**config.mk**
```make
export PLATFORM = sky130hd
export DESIGN_NAME = output_controller
export DESIGN_NICKNAME = d
export VERILOG_FILES = /design/src/rtl/output_controller.sv
export SDC_FILE = /design/constraint.sdc
export NUM_CORES = 1
export LEC_CHECK = 0
export CAP_MARGIN = 15
export CORE_ASPECT_RATIO = 0.75
export CORE_MARGIN = 2
export CORE_UTILIZATION = 47
export DETAILED_ROUTE_END_ITERATION = 10
export PLACE_DENSITY_LB_ADDON = 0.25
export SYNTH_ARGS = -nofsm -noshare
export SYNTH_HDL_FRONTEND = slang
export SYNTH_SLANG_ARGS = --single-unit
```
**constraint.sdc**
```tcl
create_clock -name clk -period 3.55 [get_ports clk]
set_clock_uncertainty 0.05 [all_clocks]
set_input_delay 1.065 -clock clk [delete_from_list [all_inputs] [get_ports clk]]
set_output_delay 1.065 -clock clk [all_outputs]
set_load 0.01 [all_outputs]
```
**src/rtl/output_controller.sv**
```systemverilog
// Output port stage: two VC buffers (even/odd), round-robin between link and PE requesters.
// Latency: packet written on one edge is driven on so/dout after the next drain-phase edge.
// Backpressure: ro=0 holds the link-VC packet; its full flag then withholds grants on that VC.
module output_controller #(
    parameter int DATA_WIDTH = 64,
    parameter int VC_BIT     = 63
) (
    input  logic                  clk,
    input  logic                  reset,
    input  logic                  polarity,
    input  logic                  req_1,
    input  logic [DATA_WIDTH-1:0] din_1,
    input  logic                  req_2,
    input  logic [DATA_WIDTH-1:0] din_2,
    output logic                  grant_1,
    output logic                  grant_2,
    output logic                  so,
    input  logic                  ro,
    output logic [DATA_WIDTH-1:0] dout,
    output logic                  even_full,
    output logic                  odd_full,
    output logic                  vc_err
);

    logic [DATA_WIDTH-1:0] buf_q [2];
    logic [1:0]            full_q;
    // rr_q[vc]: 0 -> requester 1 wins a tie on that VC, 1 -> requester 2 wins
    logic [1:0]            rr_q;
    logic                  wr_vc;
    logic                  lk_vc;
    logic [DATA_WIDTH-1:0] din_sel;

    assign wr_vc     = polarity;
    assign lk_vc     = ~polarity;
    assign even_full = full_q[0];
    assign odd_full  = full_q[1];
    assign din_sel   = grant_2 ? din_2 : din_1;

    always_comb begin
        grant_1 = 1'b0;
        grant_2 = 1'b0;
        if (!reset && !full_q[wr_vc]) begin
            if (req_1 && !req_2) begin
                grant_1 = 1'b1;
            end else if (req_2 && !req_1) begin
                grant_2 = 1'b1;
            end else if (req_1 && req_2) begin
                grant_1 = ~rr_q[wr_vc];
                grant_2 = rr_q[wr_vc];
            end
        end
    end

    always_ff @(posedge clk) begin
        if (reset) begin
            buf_q[0] <= '0;
            buf_q[1] <= '0;
            full_q   <= 2'b00;
            rr_q     <= 2'b00;
            so       <= 1'b0;
            dout     <= '0;
            vc_err   <= 1'b0;
        end else begin
            // Write and link VCs are always different, so both updates can land in one cycle.
            if (grant_1 || grant_2) begin
                buf_q[wr_vc]  <= din_sel;
                full_q[wr_vc] <= 1'b1;
                rr_q[wr_vc]   <= grant_1;
                if (din_sel[VC_BIT] != polarity) begin
                    vc_err <= 1'b1;
                end
            end
            if (full_q[lk_vc] && ro) begin
                so            <= 1'b1;
                dout          <= buf_q[lk_vc];
                full_q[lk_vc] <= 1'b0;
                buf_q[lk_vc]  <= '0;
            end else begin
                so   <= 1'b0;
                dout <= '0;
            end
        end
    end

endmodule

```
---- Yosys cells after proc, flatten, opt, wreduce, memory -nomap -nowiden ----
Memory sizes are Yosys's and may differ from the RTL's. A register that Yosys moved wholly into a read port is not among the register bits.
Index checks and enable logic that the tools add are counted.
Widths: inputs -> output; s select.
word-level totals
  flip-flop bits (word level) ............. 6
  RAM bits ................................ 128
  output and inout port bits .............. 70
  logic and storage cells ................. 69
  memories ................................ 1
memory list
  memory  depth  bits a word  rd ports  clocked after memory_dff  wr ports  RTL line  source
  buf_q   2      64           1         1                         2         25        logic [DATA_WIDTH-1:0] buf_q [2];
cells by class
  $lt $le $gt $ge ......................... 4
  eq/ne operators ......................... 1
  muxes and demuxes ....................... 37
  bitwise gates (word level) .............. 6
  reductions and logical operators ........ 16
operators by type and width
  kind                number
  $mux 64             3
  $reduce_or 64->1    2
  $mux 1              28
  $logic_and 1x1->1   7
  $mux 2              3
  $logic_not 1->1     4
  $lt 1x2->1 const B  2
  $not 1->1           3
  $and 2x2->2         1
  $bwmux 2            1
  $demux 1 s1         2
  $ge 1x1->1 const B  2
  $not 2->2           1
  $or 2x2->2          1
  $reduce_and 2->1    1
  $reduce_or 2->1     1
  $logic_or 1x1->1    1
  $ne 1x1->1          1

---- Longest topological paths before layout ----
Gate-level depths: netlist (run 1).
  depth after elaboration ................. 13
  mapped depth ............................ 7
  mapped depth without buffers ............ 4

---- Worst setup path after synthesis (run 1) ----
OpenSTA, ideal clock, no wires.
  kind .................................... input to output
  start ................................... in polarity
  end ..................................... out grant_2
  arrival time ............................ 2.327 ns
  data required time ...................... 2.435 ns
  path slack .............................. 0.108 ns
  cell stages on the path ................. 5
  buffers on the path ..................... 3
  cell sequence ........................... buf_2 mux2_4 a2111oi_4 buf_6 buf_6
between the ends
  cells in the longest elaborated chain, start to end .. 6
RTL lines
  element                                     RTL line  source
  from (decl)                                 10        input logic polarity,
  $mux 1 (implied by the code) (2 in series)  49        grant_2 = rr_q[wr_vc];
  $mux 1                                      47        end else if (req_1 && req_2) begin
  $mux 1                                      45        end else if (req_2 && !req_1) begin
  $mux 1                                      43        if (req_1 && !req_2) begin
  $mux 1 (*)                                  42        if (!reset && !full_q[wr_vc]) begin
  to (decl)                                   16        output logic grant_2,
Every way passes the cells marked *; elsewhere a longest branch is shown, timed or not. The select of a mux whose other input is x is not followed.

---- Worst setup path in the final report (run 1) ----
Same ends and word-level chain as after synthesis.

==> results.py, run 1 <==
metrics = {
    "global_routing": {
        "grt_pass1_wl_um": 28000,
        "grt_usage": 0.217,
        "grt_max_degree": 81,
        "antenna_found_initial": 1,
        "overflow": 0,
        "grt_pass1_vias": 5691,
    },
    "timing": {
        "fin_crit_sh": 0.974,
        "rsz0062_at_grt": "no",
        "maxSlewViolCount": 0,
        "setup_violations": 0,
        "worst_slew_pin_slew_ns": 0.681,
        "whs_ns": 0.414,
        "timing.final.ws_setup_ns": 0.0923,
        "max_freq_ghz": 0.289,
        "relSlewSlack": 0.546,
        "period_minus_slack_ns": 3.46,
        "hold_viol": 0,
    },
    "critical_path": {
        "crit_path_top_delay_cell": "a2111oi_4",
        "cp.depth": 4,
        "endpoint": "grant_2",
        "critPathLaunchType": "input pin",
        "slowest_delay_ns": 0.39,
        "r2r_end": "buf_q[0][41]",
        "crit_arrival_ns": 2.34,
        "worstSetupPathType": "in -> out",
        "crit_family": "buffers and inverters",
        "path_cells": "clkdlybuf4s15_2 > mux2_4 > a2111oi_4 > dlygate4sd2_1",
        "required_ns": 2.43,
        "critical_path_buf_inv_count": 2,
        "r2r_slack_ns": 0.94,
        "r2r_start": "full_q[0]",
        "r2r_cells": 6,
        "cp-startpoint": "polarity",
        "path_max_fanout": 3,
        "setup.worst_path.end_class": "output port",
    },
    "drt": {
        "wl_per_cell_um": 17.5,
        "vias_per_cell": 5.64,
        "dr.pass1.iters": 5,
        "ant_nets": 0,
        "drc": 0,
        "num_vias": 5738,
        "wirelength_um": 17800,
        "first_iter_violations": 315,
    },
    "hold_path": {
        "min_path_type": "reg -> reg",
        "min_from": "buf_q[1][27]",
    },
    "synthesis": {
        "synth.area.top_cells": "dfxtp_1 56%, mux2i_1 9.2%, a22o_1 7.9%, o2bb2ai_1 7.8%, a211oi_1 6.7%",
        "synth_edf_count": 0,
        "synth_top_area_frac": 0.560,
        "ys.flop_type": "dfxtp_1",
        "seq_area_frac_synth": 0.560,
        "yosys.area.top_type": "dfxtp_1",
        "synthArstFlopShare": 0,
        "yosysUniqueCellTypes": 31,
        "syn_nets": 759,
        "syn_area_um2": 7080,
        "syn_inst": 625,
        "yosysWarnings": 0,
        "ys_seq_elements": 198,
        "synth_area_per_cell_um2": 11.3,
    },
    "die": {
        "die_area_um2": 16100,
        "ioPinCount": 204,
        "initial_core_util": 0.485,
        "die_h_um": 110,
        "die_w_um": 146,
        "num_rows": 38,
        "core_um2": 14600,
    },
    "finish": {
        "drive_gt1_frac": 0.0759,
        "synthToLayoutAreaGrowth_pct": 40.1,
        "nets": 938,
        "postLayoutCellArea_um2": 9920,
        "antenna_cells": 0,
    },
    "clock_network": {
        "h-tree-depth": 4,
        "cts_setup_buffers": 0,
        "cts_tree": "built",
        "cts_buffers": 17,
        "clock_sinks": 198,
        "root_buffer": "clkbuf_16",
        "clk_pin_slew_ns": 0.07,
        "worstSkewPairLatency_ns": 0.42,
        "clock_path_buffers": 2,
    },
    "power": {
        "powerDensity_nw_per_um2": 493,
        "irDropWorstVdd_v": 0.000356,
        "leakagePower_nw": 3.47,
    },
    "placement": {
        "place_area_um2": 9330,
        "dp_hpwl_um": 11800,
        "port_buffers": 203,
        "place.gp.congestion": 0.797,
        "dp_slack_ns": -0.541,
    },
    "flow_run": {
        "cap_violations": 0,
    },
    "run_status": {
        "run_status": "completed",
    },
}
how the worst min path moves through the flow:
stage | cells past startpoint | to | slack [ns]
CTS | 2 | rr_q[0] | 0.41
floorplan | 1 | buf_q[1][0] | 0.38
detailed placement | 1 | buf_q[1][27] | 0.40
global placement | 1 | buf_q[1][13] | 0.39
global route | 2 | rr_q[1] | 0.43
finish | 1 | buf_q[1][27] | 0.41
final cells by class:
cell class | count | area, µm²
fillers | 1100 | 4680
flip-flops and latches | 198 | 3960
multi-input cells | 360 | 2860
repair buffers | 224 | 2240
clock buffers | 18 | 429
well taps | 200 | 250
clock inverters | 14 | 164
inverters | 3 | 11.3
routing by layer:
metal | wire [µm] | track usage | vias up
met1 | 7900 | 0.268 | 2760
met3 | 1070 | 0.0473 | 21
met4 | 267 | 0.0826 | 2
met2 | 8510 | 0.377 | 201
met5 | 13 | 0 | -
li1 | - | - | 2754
per-stage QoR:
stage | total power [mW] | util | instances | TNS (ns)
floorplan | 2.74 | - | 625 | 0
global placement | 2.98 | 0.639 | 985 | -8.40
detailed placement | 3.01 | 0.639 | 985 | -17.15
CTS | 4.92 | 0.680 | 1017 | 0
global route | 5.07 | 0.680 | 1017 | 0
finish | 4.89 | 0.680 | 1017 | 0
synthesized netlist by cell type (all sizes together), types with 2 or more instances:
master	n
buf	13
clkbuf	51
a211oi	63
dfxtp	198
o21ai	4
mux2i	65
a22o	64
nand2b	4
inv	3
nand2	6
nor2	4
nand4b	2
o2bb2ai	63
nor4	2
and3	2
a21oi	70
report_power, final:
part | leakage, nW | switching (mW) | internal [mW] | total (mW)
Clock | 0.286 | 0.869 | 1.06 | 1.93
Combinational | 1.56 | 0.242 | 0.284 | 0.526
Sequential | 1.62 | 0.0761 | 2.36 | 2.44
cell families (layout without fill, tap and decap cells):
family,Yosys count,in the layout,share of synthesized area
buffers and inverters,67,259,0.0410
muxes,66,66,0.0940
and+or+nand+nor,27,27,0.0228
DFF,198,198,0.560
AOI/OAI and AO/OA,267,267,0.282
cell usage in the layout, fill, tap and decap left out, types with 4 or more instances in the layout:
cell / instances
o2bb2ai_1: 63
clkbuf_16: 17
mux2i_1: 65
a22o_1: 64
a211oi_1: 63
buf_12: 4
dfxtp_1: 198
nand2_1: 6
inv_6: 5
buf_4: 17
o21ai_0: 4
clkdlybuf4s50_1: 200
a21oi_1: 69
nand2b_1: 4
timing repair:
item | in CTS | in global routing
gates resized for setup | 6 | 0
setup endpoints to repair | 2 | 0
hold buffers | 0 | 0
registers in the layout, summed over array words and instances (netlist names):
signal  count
buf_q     128
rr_q        2
full_q      2
dout       64
vc_err      1
so          1
(Power assumes the default switching activity.)
==> run 2: changes to the inputs <==
--- a/config.mk
+++ b/config.mk
@@ -8,9 +8,11 @@
 export CAP_MARGIN = 15
 export CORE_ASPECT_RATIO = 0.75
 export CORE_MARGIN = 2
-export CORE_UTILIZATION = 47
+export CORE_UTILIZATION = 30
 export DETAILED_ROUTE_END_ITERATION = 10
+export GPL_TIMING_DRIVEN = 0
 export PLACE_DENSITY_LB_ADDON = 0.25
+export SKIP_CTS_REPAIR_TIMING = 1
 export SYNTH_ARGS = -nofsm -noshare
 export SYNTH_HDL_FRONTEND = slang
 export SYNTH_SLANG_ARGS = --single-unit
==> results.py, run 2 (same netlist as run 1, synthesis figures left out) <==
metrics = {
    "die": {
        "die_h_um": 137,
        "die_area_um2": 24900,
        "num_rows": 48,
        "ioPinCount": 204,
        "die_w_um": 181,
        "initial_core_util": 0.307,
        "core_um2": 23100,
    },
    "finish": {
        "antenna_cells": 0,
        "reg_top3": "buf_q (128), dout (64)",
        "nets": 988,
        "synthToLayoutAreaGrowth_pct": 43.6,
        "drive_gt1_frac": 0.0635,
        "largest_register_ffs": 128,
        "regMostFlops": "buf_q",
        "final_cell_mix": "198 x dfxtp_1, 198 x clkdlybuf4s50_1, 70 x a21oi_1, 64 x a22o_1, 64 x mux2i_1",
    },
    "critical_path": {
        "worstSetupPathType": "in -> out",
        "required_ns": 2.43,
        "path_max_fanout": 7,
        "setup.worst_path.end_class": "output port",
        "r2r_slack_ns": 1.10,
        "critPathLaunchType": "input pin",
        "crit_arrival_ns": 2.40,
    },
    "timing": {
        "whs_ns": 0.414,
        "relSlewSlack": 0.282,
        "fin_crit_sh": 0.991,
        "worst_slew_pin_slew_ns": 1.08,
        "max_freq_ghz": 0.284,
        "maxSlewViolCount": 0,
        "setup_violations": 0,
        "setup_tns_ns": 0,
        "hold_viol": 0,
        "period_minus_slack_ns": 3.52,
    },
    "clock_network": {
        "cts_tree": "built",
        "clk_pin_slew_ns": 0.07,
        "h-tree-depth": 4,
        "clock_path_buffers": 2,
        "cts_buffers": 17,
        "worstSkewPairLatency_ns": 0.44,
        "clock_sinks": 198,
        "root_buffer": "clkbuf_16",
    },
    "global_routing": {
        "antenna_found_initial": 0,
        "grt_max_degree": 20,
        "grt_pass1_vias": 5366,
        "overflow": 0,
        "grt_usage": 0.163,
        "grt_pass1_wl_um": 31000,
    },
    "placement": {
        "place.gp.congestion": 0.794,
        "dp_hpwl_um": 14500,
        "port_buffers": 202,
    },
    "drt": {
        "ant_nets": 0,
        "wirelength_um": 20500,
        "wl_per_cell_um": 17.5,
        "num_vias": 5839,
        "dr.pass1.iters": 4,
        "first_iter_violations": 323,
        "vias_per_cell": 5.01,
        "drc": 0,
    },
    "power": {
        "irDropWorstVdd_v": 0.000299,
        "leakagePower_nw": 3.54,
        "power.total_mw": 4.97,
        "powerDensity_nw_per_um2": 489,
    },
    "run_status": {
        "run_status": "completed",
    },
    "flow_run": {
        "cap_violations": 0,
    },
    "hold_path": {
        "min_path_type": "reg -> reg",
    },
}
==> run 2: report_power, final <==
part           switching, mW  leakage [nW]  internal (mW)
clock network          0.926         0.296           1.07
logic                  0.256          1.62          0.287
registers             0.0729          1.62           2.36
total                   1.25          3.54           3.72
==> run 2: cell type report <==
class / count / area [µm²]
fillers: 2205 / 12900
flip-flops and latches: 198 / 3960
multi-input cells: 360 / 2840
repair buffers: 211 / 2090
clock buffers: 17 / 425
well taps: 300 / 375
plain buffers: 63 / 274
clock inverters: 14 / 186
inverters: 3 / 11.3
==> run 2: per-layer routing <==
metal,up-vias,wire (µm),global-route usage
met5,-,0,0
met4,0,235,0.0497
met3,17,1100,0.0402
met2,168,9020,0.246
met1,2779,10100,0.230
li1,2875,-,-
==> run 2: critical path: stages <==
cell	delay, ns
clkbuf_4	0.17
mux2_4	0.34
a2111oi_4	0.47
buf_6	0.21
clkbuf_2	0.14
==> run 2: metrics by stage <==
| stage | instance area (µm²) | instances | setup WS, ns | utilization |
|---|---|---|---|---|
| after floorplan | 7080 | 625 | 0.108 | - |
| after global placement | 9480 | 1127 | -0.951 | 0.411 |
| after detailed placement | 9490 | 1128 | -0.970 | 0.411 |
| after CTS | 10100 | 1159 | -0.973 | 0.438 |
| after global routing | 10200 | 1166 | -0.00327 | 0.441 |
| final | 10200 | 1166 | 0.0305 | 0.441 |
==> run 2: final timing paths <==
kind,cells after the start,from,to
hold reg to reg,1,buf_q[1][31],buf_q[1][31]
hold / removal,1,buf_q[1][31],buf_q[1][31]
setup / recovery,5,polarity,grant_2
setup reg to reg,4,full_q[0],buf_q[0][53]
==> run 3: changes to the inputs <==
--- a/config.mk
+++ b/config.mk
@@ -5,7 +5,6 @@
 export SDC_FILE = /design/constraint.sdc
 export NUM_CORES = 1
 export LEC_CHECK = 0
-export CAP_MARGIN = 15
 export CORE_ASPECT_RATIO = 0.75
 export CORE_MARGIN = 2
 export CORE_UTILIZATION = 30
==> results.py, run 3 (same netlist as run 1, synthesis figures left out) <==
metrics = {
    "timing": {
        "worst_slew_pin_slew_ns": 1.08,
        "relSlewSlack": 0.283,
        "setup_violations": 0,
        "maxSlewViolCount": 0,
        "max_freq_ghz": 0.284,
        "period_minus_slack_ns": 3.52,
        "setup_tns_ns": 0,
        "hold_viol": 0,
        "fin_crit_sh": 0.991,
        "whs_ns": 0.415,
    },
    "finish": {
        "final_util": 0.442,
        "antenna_cells": 0,
        "fin_cells": 1164,
        "final_cell_mix": "198 x dfxtp_1, 197 x clkdlybuf4s50_1, 70 x a21oi_1, 64 x a22o_1, 64 x mux2i_1",
        "fill_cells": 2208,
        "largest_register_ffs": 128,
        "regMostFlops": "buf_q",
        "nets": 985,
        "reg_top3": "buf_q (128), dout (64)",
        "drive_gt1_frac": 0.0602,
        "synthToLayoutAreaGrowth_pct": 43.9,
        "layout_commonest_cell": "dfxtp_1",
    },
    "critical_path": {
        "required_ns": 2.43,
        "path_max_fanout": 10,
        "worstSetupPathType": "in -> out",
        "r2r_cells": 4,
        "setup.worst_path.end_class": "output port",
        "crit_arrival_ns": 2.40,
        "r2r_end": "buf_q[0][53]",
        "r2r_slack_ns": 1.06,
        "endpoint": "grant_2",
        "cp-startpoint": "polarity",
        "r2r_start": "full_q[0]",
        "critPathLaunchType": "input pin",
    },
    "global_routing": {
        "antenna_found_initial": 0,
        "grt_pass1_wl_um": 30800,
        "overflow": 0,
        "grt_usage": 0.162,
        "grt_max_degree": 20,
        "grt_pass1_vias": 5282,
    },
    "clock_network": {
        "cts_buffers": 17,
        "worstSkewPairLatency_ns": 0.44,
        "clk_pin_slew_ns": 0.07,
        "root_buffer": "clkbuf_16",
        "h-tree-depth": 4,
        "clock_path_buffers": 2,
        "cts_tree": "built",
        "clock_sinks": 198,
    },
    "drt": {
        "wirelength_um": 20500,
        "first_iter_violations": 334,
        "dr.pass1.iters": 4,
        "ant_nets": 0,
        "drc": 0,
        "num_vias": 5776,
        "wl_per_cell_um": 17.6,
        "vias_per_cell": 4.96,
    },
    "placement": {
        "place.gp.congestion": 0.794,
        "port_buffers": 202,
        "dp_hpwl_um": 14400,
        "placed_cells": 1127,
    },
    "hold_path": {
        "min_path_type": "reg -> reg",
    },
    "power": {
        "powerDensity_nw_per_um2": 488,
        "irDropWorstVdd_v": 0.000312,
        "leakagePower_nw": 3.54,
        "power.total_mw": 4.97,
    },
    "die": {
        "ioPinCount": 204,
        "num_rows": 48,
        "initial_core_util": 0.307,
        "die_h_um": 137,
        "die_w_um": 181,
        "die_area_um2": 24900,
        "core_um2": 23100,
    },
    "flow_run": {
        "cap_violations": 0,
    },
    "run_status": {
        "run_status": "completed",
    },
}
## run 3: changes by cell type in the layout (fill, tap and decap cells not counted)
cell / previous run / this run
buf_4: 13 / 9
clkinv_4: 2 / 5
inv_6: 4 / 2
buf_12: 0 / 1
buf_6: 2 / 3
buf_8: 0 / 1
clkbuf_1: 50 / 51
clkbuf_2: 1 / 0
clkbuf_4: 2 / 1
clkdlybuf4s50_1: 198 / 197
clkinvlp_4: 1 / 0
dlymetal6s2s_1: 3 / 4
nor4_2: 1 / 0
nor4_4: 0 / 1
## run 3: per-stage QoR
step	cell area, µm²	setup slack, ns
2_1_floorplan	7080	0.108
3_3_place_gp	9480	-0.951
3_5_place_dp	9480	-0.975
4_1_cts	10100	-0.975
5_1_grt	10200	-0.0251
6_report	10200	0.0329
## run 3: power breakdown
part | switching [mW] | internal [mW] | leakage [nW]
registers | 0.0742 | 2.36 | 1.62
logic | 0.256 | 0.288 | 1.62
clock network | 0.921 | 1.07 | 0.301
total | 1.25 | 3.72 | 3.54
## run 3: layout make-up
class | count | area, µm² | area share
clock buffers | 18 | 429 | 0.0421
plain buffers | 64 | 302 | 0.0296
flip-flops and latches | 198 | 3960 | 0.389
clock inverters | 14 | 188 | 0.0184
repair buffers | 207 | 2070 | 0.203
well taps | 300 | 375 | 0.0368
inverters | 3 | 11.3 | 0.00111
multi-input cells | 360 | 2850 | 0.280
## run 3: worst max-delay path, stage by stage
cell	delay, ns
buf_8	0.12
mux2_4	0.33
a2111oi_4	0.45
buf_6	0.19
buf_12	0.14
buf_6	0.11
## run 3: metal layers
layer,part of all wire,up-vias,track usage
li1,-,2855,-
met1,0.50,2767,0.228
met2,0.44,139,0.246
met3,0.048,15,0.0410
met4,0.011,0,0.0443
met5,0,-,0
## run 3: worst min path at each step
stage                  from            to  slack (ns)  depth (start not counted)
2_1_floorplan   buf_q[1][0]   buf_q[1][0]        0.38                          1
3_3_place_gp   buf_q[1][49]  buf_q[1][49]        0.39                          1
6_report        buf_q[1][4]   buf_q[1][4]        0.42                          1
3_5_place_dp   buf_q[1][18]  buf_q[1][18]        0.40                          1
4_1_cts             rr_q[0]       rr_q[0]        0.41                          2
5_1_grt         buf_q[1][8]   buf_q[1][8]        0.43                          1
==> patch 1: new RTL, settings of run 2 <==
Register the output `vc_err` once more, with the module's reset; this adds one clock of latency there. The other outputs are not delayed to match.
--- a/src/rtl/output_controller.sv
+++ b/src/rtl/output_controller.sv
@@ -23,2 +23,4 @@
 );
+
+    logic vc_err_s0;
 
@@ -61,3 +63,3 @@
             dout     <= '0;
-            vc_err   <= 1'b0;
+            vc_err_s0 <= 1'b0;
         end else begin
@@ -69,3 +71,3 @@
                 if (din_sel[VC_BIT] != polarity) begin
-                    vc_err <= 1'b1;
+                    vc_err_s0 <= 1'b1;
                 end
@@ -84,2 +86,10 @@
 
+    always_ff @(posedge clk) begin
+        if (reset) begin
+            vc_err <= '0;
+        end else begin
+            vc_err <= vc_err_s0;
+        end
+    end
+
 endmodule
Formal check against the unedited RTL: not equivalent (a bounded check fails within 4 cycles, from zero or initial values and one cycle with reset high).
==> patch 1 against run 2 <==
Sequential cell count grew 1; wire length down 8.0%; design area is 2.8% lower; sequential share of layout area rose by 1.3 points; power shrank 2.2%; area after synthesis is 4.0% lower; critical path depth up 1; worst setup slack gained 0.23 ns; critical endpoint is now grant_1.
==> patch 1: results (changes against run 2) <==
metric,value,unit,change
CP arrival,2.17,ns,was 2.40 ns
Detailed Route WL,18800,um,was 20500 um
"Async S/R FF share, synth",0,%,unchanged
Worst-Skew Late Latency,0.43,ns,
post-detail-place hpwl,13500,um,was 14500 um
Hold Path Depth,1,,unchanged
CTS Root Cell,clkbuf_16,,unchanged
Hold Crit Class,flop to flop,,unchanged
number of synthesized flops with an enable pin,0,,unchanged
"reg-to-reg slack, setup",1.29,ns,was 1.10 ns
clock buffer count from CTS,17,,unchanged
first-pass GRT wire length,29100,um,was 31000 um
initial antenna violation count,1,,was 0
"Max FO, Critical Path",3,,was 7
reg2reg start,full_q[0],,unchanged
H-Tree Depth,4,,unchanged
Via Count,5316,,was 5839
Hold Startpoint,buf_q[0][9],,was buf_q[1][31]
mux contribution to synthesized area,9.79,%,was 9.40%
Clock Pin Slew Worst Setup and Hold Paths,0.07,ns,about the same
Lkg Pwr,0.00348,uW,was 0.00354 uW
routability cong.,0.754,,was 0.794
Post-synth top cells,"dfxtp_1, o2bb2ai_1, mux2i_1",,"was dfxtp_1, a21oi_1, mux2i_1"
clk buf depth,2,,unchanged
layout cell share with drive strength beyond 1,7.14,%,was 6.35%
Worst Reg-to-Reg Cells,4,,unchanged
Int Pwr,3720,uW,about the same
Max-Slew Margin vs Limit,31.1,%,was 28.2%
Worst Hold End,buf_q[0][9],,was buf_q[1][31]
vias in the first global route,5477,,was 5366
sequential-to-total area share from yosys stat,58.6,%,was 56.0%
XOR/XNOR Fraction of Synth Area,0,%,unchanged
PortBufs,201,,was 202
Synth Area in Adders,0,%,unchanged
top_reg_cell synth,dfxtp_1,,unchanged
largest net degree at the start of global routing,18,,was 20
maximum vdd drop,0.273,mV,was 0.299 mV
synth warn,0,,unchanged
Post-Place Setup Slack,-0.839,ns,was -0.970 ns
Reg-to-Reg End,buf_q[0][62],,was buf_q[0][53]
Compound-Gate Fraction of Synth Area,26.5,%,was 28.2%
dominant cells by area after synthesis,"dfxtp_1, o2bb2ai_1, mux2i_1, a22o_1, clkbuf_1",,"was dfxtp_1, mux2i_1, a22o_1, o2bb2ai_1, a211oi_1"
period utilization,92.7,%,was 99.1%
# nets final,906,,was 988
outcome,completed,,unchanged
fill cell count,2009,,was 2205
First-pass DRT Iterations,4,,unchanged
Yosys cell types,24,,was 31
GRT Total Usage,15.8,%,was 16.3%
syn nets,678,,was 759
largest registers,"buf_q (128), dout (64)",,unchanged
Initial DRC Count,323,,unchanged
## patch 1: cell count changes after synthesis, sizes merged, moves of 14 or more
cell            run 2  this run
o2bb2ai            63       128
a211oi             63         0
clkbuf             51        37
a21oi              70         6
## patch 1: stage by stage
step | std cells | cell area [um^2] | hold slack [ns] | power, uW | TNS (ns)
floorplan | 544 | 6800 | 0.383 | 2650 | 0
global placement | 1039 | 9180 | 0.394 | 2900 | -17.03
detailed placement | 1040 | 9190 | 0.397 | 2920 | -17.24
CTS | 1071 | 9790 | 0.416 | 4910 | -1.51
global route | 1079 | 9880 | 0.431 | 5050 | 0
finish | 1079 | 9880 | 0.415 | 4870 | 0
## patch 1: per-layer routing
metal  vias to the layer above  GRT usage (%)  part of all wire [%]
met4                         0           5.15                   1.3
met1                      2556           20.8                    47
met5                         -              0                     0
met2                       181           24.8                    45
li1                       2559              -                     -
met3                        20           4.48                   5.8
## patch 1: cells by family after synthesis
logic type / count (synthesis)
AO/OA/AOI/OAI: 207
flip-flops: 199
multiplexers: 66
buffers and inverters: 51
AND/OR/NAND/NOR: 21
## patch 1: worst max-delay path, stage by stage
cell and delay (ns):
clkbuf_2 0.14, mux2i_4 0.31, nand2b_1 0.18, nand2_1 0.10
nor3_2 0.18, dlymetal6s2s_1 0.20
## patch 1: power groups by stage
stage                     Combinational (uW)  Clock (uW)  Sequential (uW)
after floorplan                          223           0             2430
after global placement                   460           0             2440
after detailed placement                 480           0             2440
after CTS                                482        2040             2390
after global routing                     526        2130             2400
final                                    483        1990             2390
## patch 1: worst max-delay path by stage
stage | from | end | slack (ns) | cells past startpoint
floorplan | polarity | grant_2 | 0.44 | 3
global placement | polarity | grant_2 | -0.81 | 5
detailed placement | polarity | grant_2 | -0.84 | 5
CTS | polarity | grant_2 | -0.84 | 5
global route | polarity | grant_1 | 0.20 | 6
finish | polarity | grant_1 | 0.26 | 6
## patch 1: cell type report
class	instances	share of cell area, %
antenna	1	0.0253
tap	294	3.72
buffer	48	2.39
timing repair buffer	209	21.1
clock buffer	19	4.38
clock inverter	12	1.70
inverter	3	0.114
multi-input combinational	294	26.2
sequential	199	40.3
==> patch 2: new RTL, flow settings as in run 2 <==
Made on the original files. Make the reset (`reset`) asynchronous in one clocked block.
--- a/src/rtl/output_controller.sv
+++ b/src/rtl/output_controller.sv
@@ -53,3 +53,3 @@
 
-    always_ff @(posedge clk) begin
+    always_ff @(posedge clk or posedge reset) begin
         if (reset) begin
Formal check against the unedited RTL: differs if reset is asserted again (counterexample within 4 cycles, from zero or initial values and one cycle with reset high); with reset held inactive, the same outputs for 4 cycles.
==> patch 2 against run 2 <==
Wire length increased by 12%; worst setup slack better by 0.033 ns; sequential cell count is the same; die area up 12%; area after synthesis rose by 12%; largest cell class unchanged; hold slack gained 0.020 ns; design area up 10%.
Power is not compared: it rests on default switching activity, and its combinational part moved more than twofold at a synthesized area within 25%.
==> patch 2: results (changes against run 2) <==
metric,value,unit,change
mux contribution to synthesized area,8.73,%,was 9.40%
initial antenna violation count,0,,unchanged
Post-Place Setup Slack,-0.841,ns,was -0.970 ns
XOR/XNOR Fraction of Synth Area,0,%,unchanged
GRT Total Usage,16.7,%,was 16.3%
Post-synth top cells,"dfrtp_1, a21oi_1, o21ai_0",,"was dfxtp_1, a21oi_1, mux2i_1"
fill cell count,2482,,was 2205
outcome,completed,,unchanged
GR Layer Usage met3,4.51,%,was 4.02%
largest net degree at the start of global routing,39,,was 20
dominant cells by area after synthesis,"dfrtp_1, mux2i_1, a21oi_1, o21ai_0, a22o_1",,"was dfxtp_1, mux2i_1, a22o_1, o2bb2ai_1, a211oi_1"
DR WL/cell,18.1,um,was 17.5 um
layout cell share with drive strength beyond 1,6.59,%,was 6.35%
reg2reg start,full_q[1],,was full_q[0]
# diodes,0,,unchanged
routability cong.,0.777,,was 0.794
f_max,0.287,GHz,was 0.284 GHz
CTS Root Cell,clkbuf_16,,unchanged
"Max FO, Critical Path",6,,was 7
clock buffer count from CTS,17,,unchanged
First-pass DRT Iterations,5,,was 4
# nets final,1047,,was 988
post-detail-place hpwl,15500,um,was 14500 um
PortBufs,203,,was 202
Setup crit start,req_2,,was polarity
Non-Filler Instances,1270,,was 1166
largest registers,"buf_q (128), dout (64)",,unchanged
vias in the first global route,6342,,was 5366
Worst-Skew Late Latency,0.42,ns,was 0.44 ns
CP arrival,2.37,ns,was 2.40 ns
syn_area_per_cell,11.7,um^2,was 11.3 um^2
"Async S/R FF share, synth",100,%,was 0%
Fin Hold WS,0.434,ns,was 0.414 ns
Initial DRC Count,416,,was 323
Compound-Gate Fraction of Synth Area,24.1,%,was 28.2%
synth warn,0,,unchanged
Least-Margin Pin Slew,0.795,ns,was 1.08 ns
clk buf depth,2,,unchanged
vias per cell,5.03,,was 5.01
"reg-to-reg slack, setup",0.99,ns,was 1.10 ns
met1 GRT Util,23.7,%,was 23.0%
Hold Crit Class,flop to flop,,unchanged
syn nets,810,,was 759
met2 Track Usage GR,25.3,%,was 24.6%
first-pass GRT wire length,35600,um,was 31000 um
Synth Area in Adders,0,%,unchanged
Yosys cell types,23,,was 31
sequential-to-total area share from yosys stat,62.5,%,was 56.0%
Hold Startpoint,buf_q[15],,was buf_q[1][31]
placed insts,1229,,was 1128
H-Tree Depth,4,,unchanged
maximum vdd drop,0.338,mV,
Lkg Pwr,0.00467,uW,
Clock Pin Slew Worst Setup and Hold Paths,0.08,ns,
==> patch 2: cell count changes after synthesis, sizes merged, moves of 4 or more <==
| cell | before | now |
|---|---|---|
| a21oi | 70 | 132 |
| o2bb2ai | 63 | 0 |
| a211oi | 63 | 0 |
| o21ai | 4 | 128 |
| dfxtp | 198 | 0 |
| nand2 | 6 | 1 |
| dfrtp | 0 | 198 |
| nand2b | 4 | 0 |
==> patch 2: path summary, 6_finish.rpt <==
check | end | cells past startpoint
worst min register to register | dout[15] | 1
worst min-delay path | dout[15] | 1
min in group asynchronous | rr_q[0] | 2
max in group asynchronous | buf_q[97] | 5
worst max-delay path | grant_2 | 5
worst max register to register | buf_q[32] | 5
==> patch 2: final cells by class <==
cell class / count / area (um^2) / area share, %
multi-input cells: 413 / 2680 / 24.0
inverters: 3 / 15.0 / 0.134
repair buffers: 218 / 2220 / 19.9
clock inverters: 14 / 170 / 1.52
plain buffers: 62 / 287 / 2.56
flip-flops and latches: 198 / 4950 / 44.3
clock buffers: 18 / 429 / 3.83
well taps: 344 / 430 / 3.85
==> patch 2: logic make-up after synthesis <==
family / count (synthesis)
compound gates: 328
flops: 198
mux: 69
buf+inv: 65
simple gates: 16
==> patch 2: stage by stage <==
step	TNS [ns]	utilization (%)	area, um^2
final	0	43.1	11200
after CTS	-1.42	42.8	11100
after global placement	-420.83	40.0	10400
after global routing	0	43.1	11200
after detailed placement	-27.13	40.5	10500
after floorplan	-24.82	-	7930
==> patch 2: worst max-delay path, cell delays in order <==
cell and delay (ns):
clkdlybuf4s50_1 0.52, inv_2 0.08, a2111oi_4 0.38, buf_6 0.18
clkbuf_2 0.13
==> patch 2: routing by layer <==
| layer | wire length [um] | vias to the layer above | part of all wire, % |
|---|---|---|---|
| li1 | - | 2952 | - |
| met1 | 10700 | 3204 | 47 |
| met2 | 10300 | 205 | 45 |
| met3 | 1690 | 22 | 7.4 |
| met4 | 256 | 0 | 1.1 |
| met5 | 0 | - | 0 |
==> patch 2: power by group <==
part           internal (uW)  switching, uW
clock                   1010            941
combinational            578            567
sequential              2710            226
total                   4290           1730
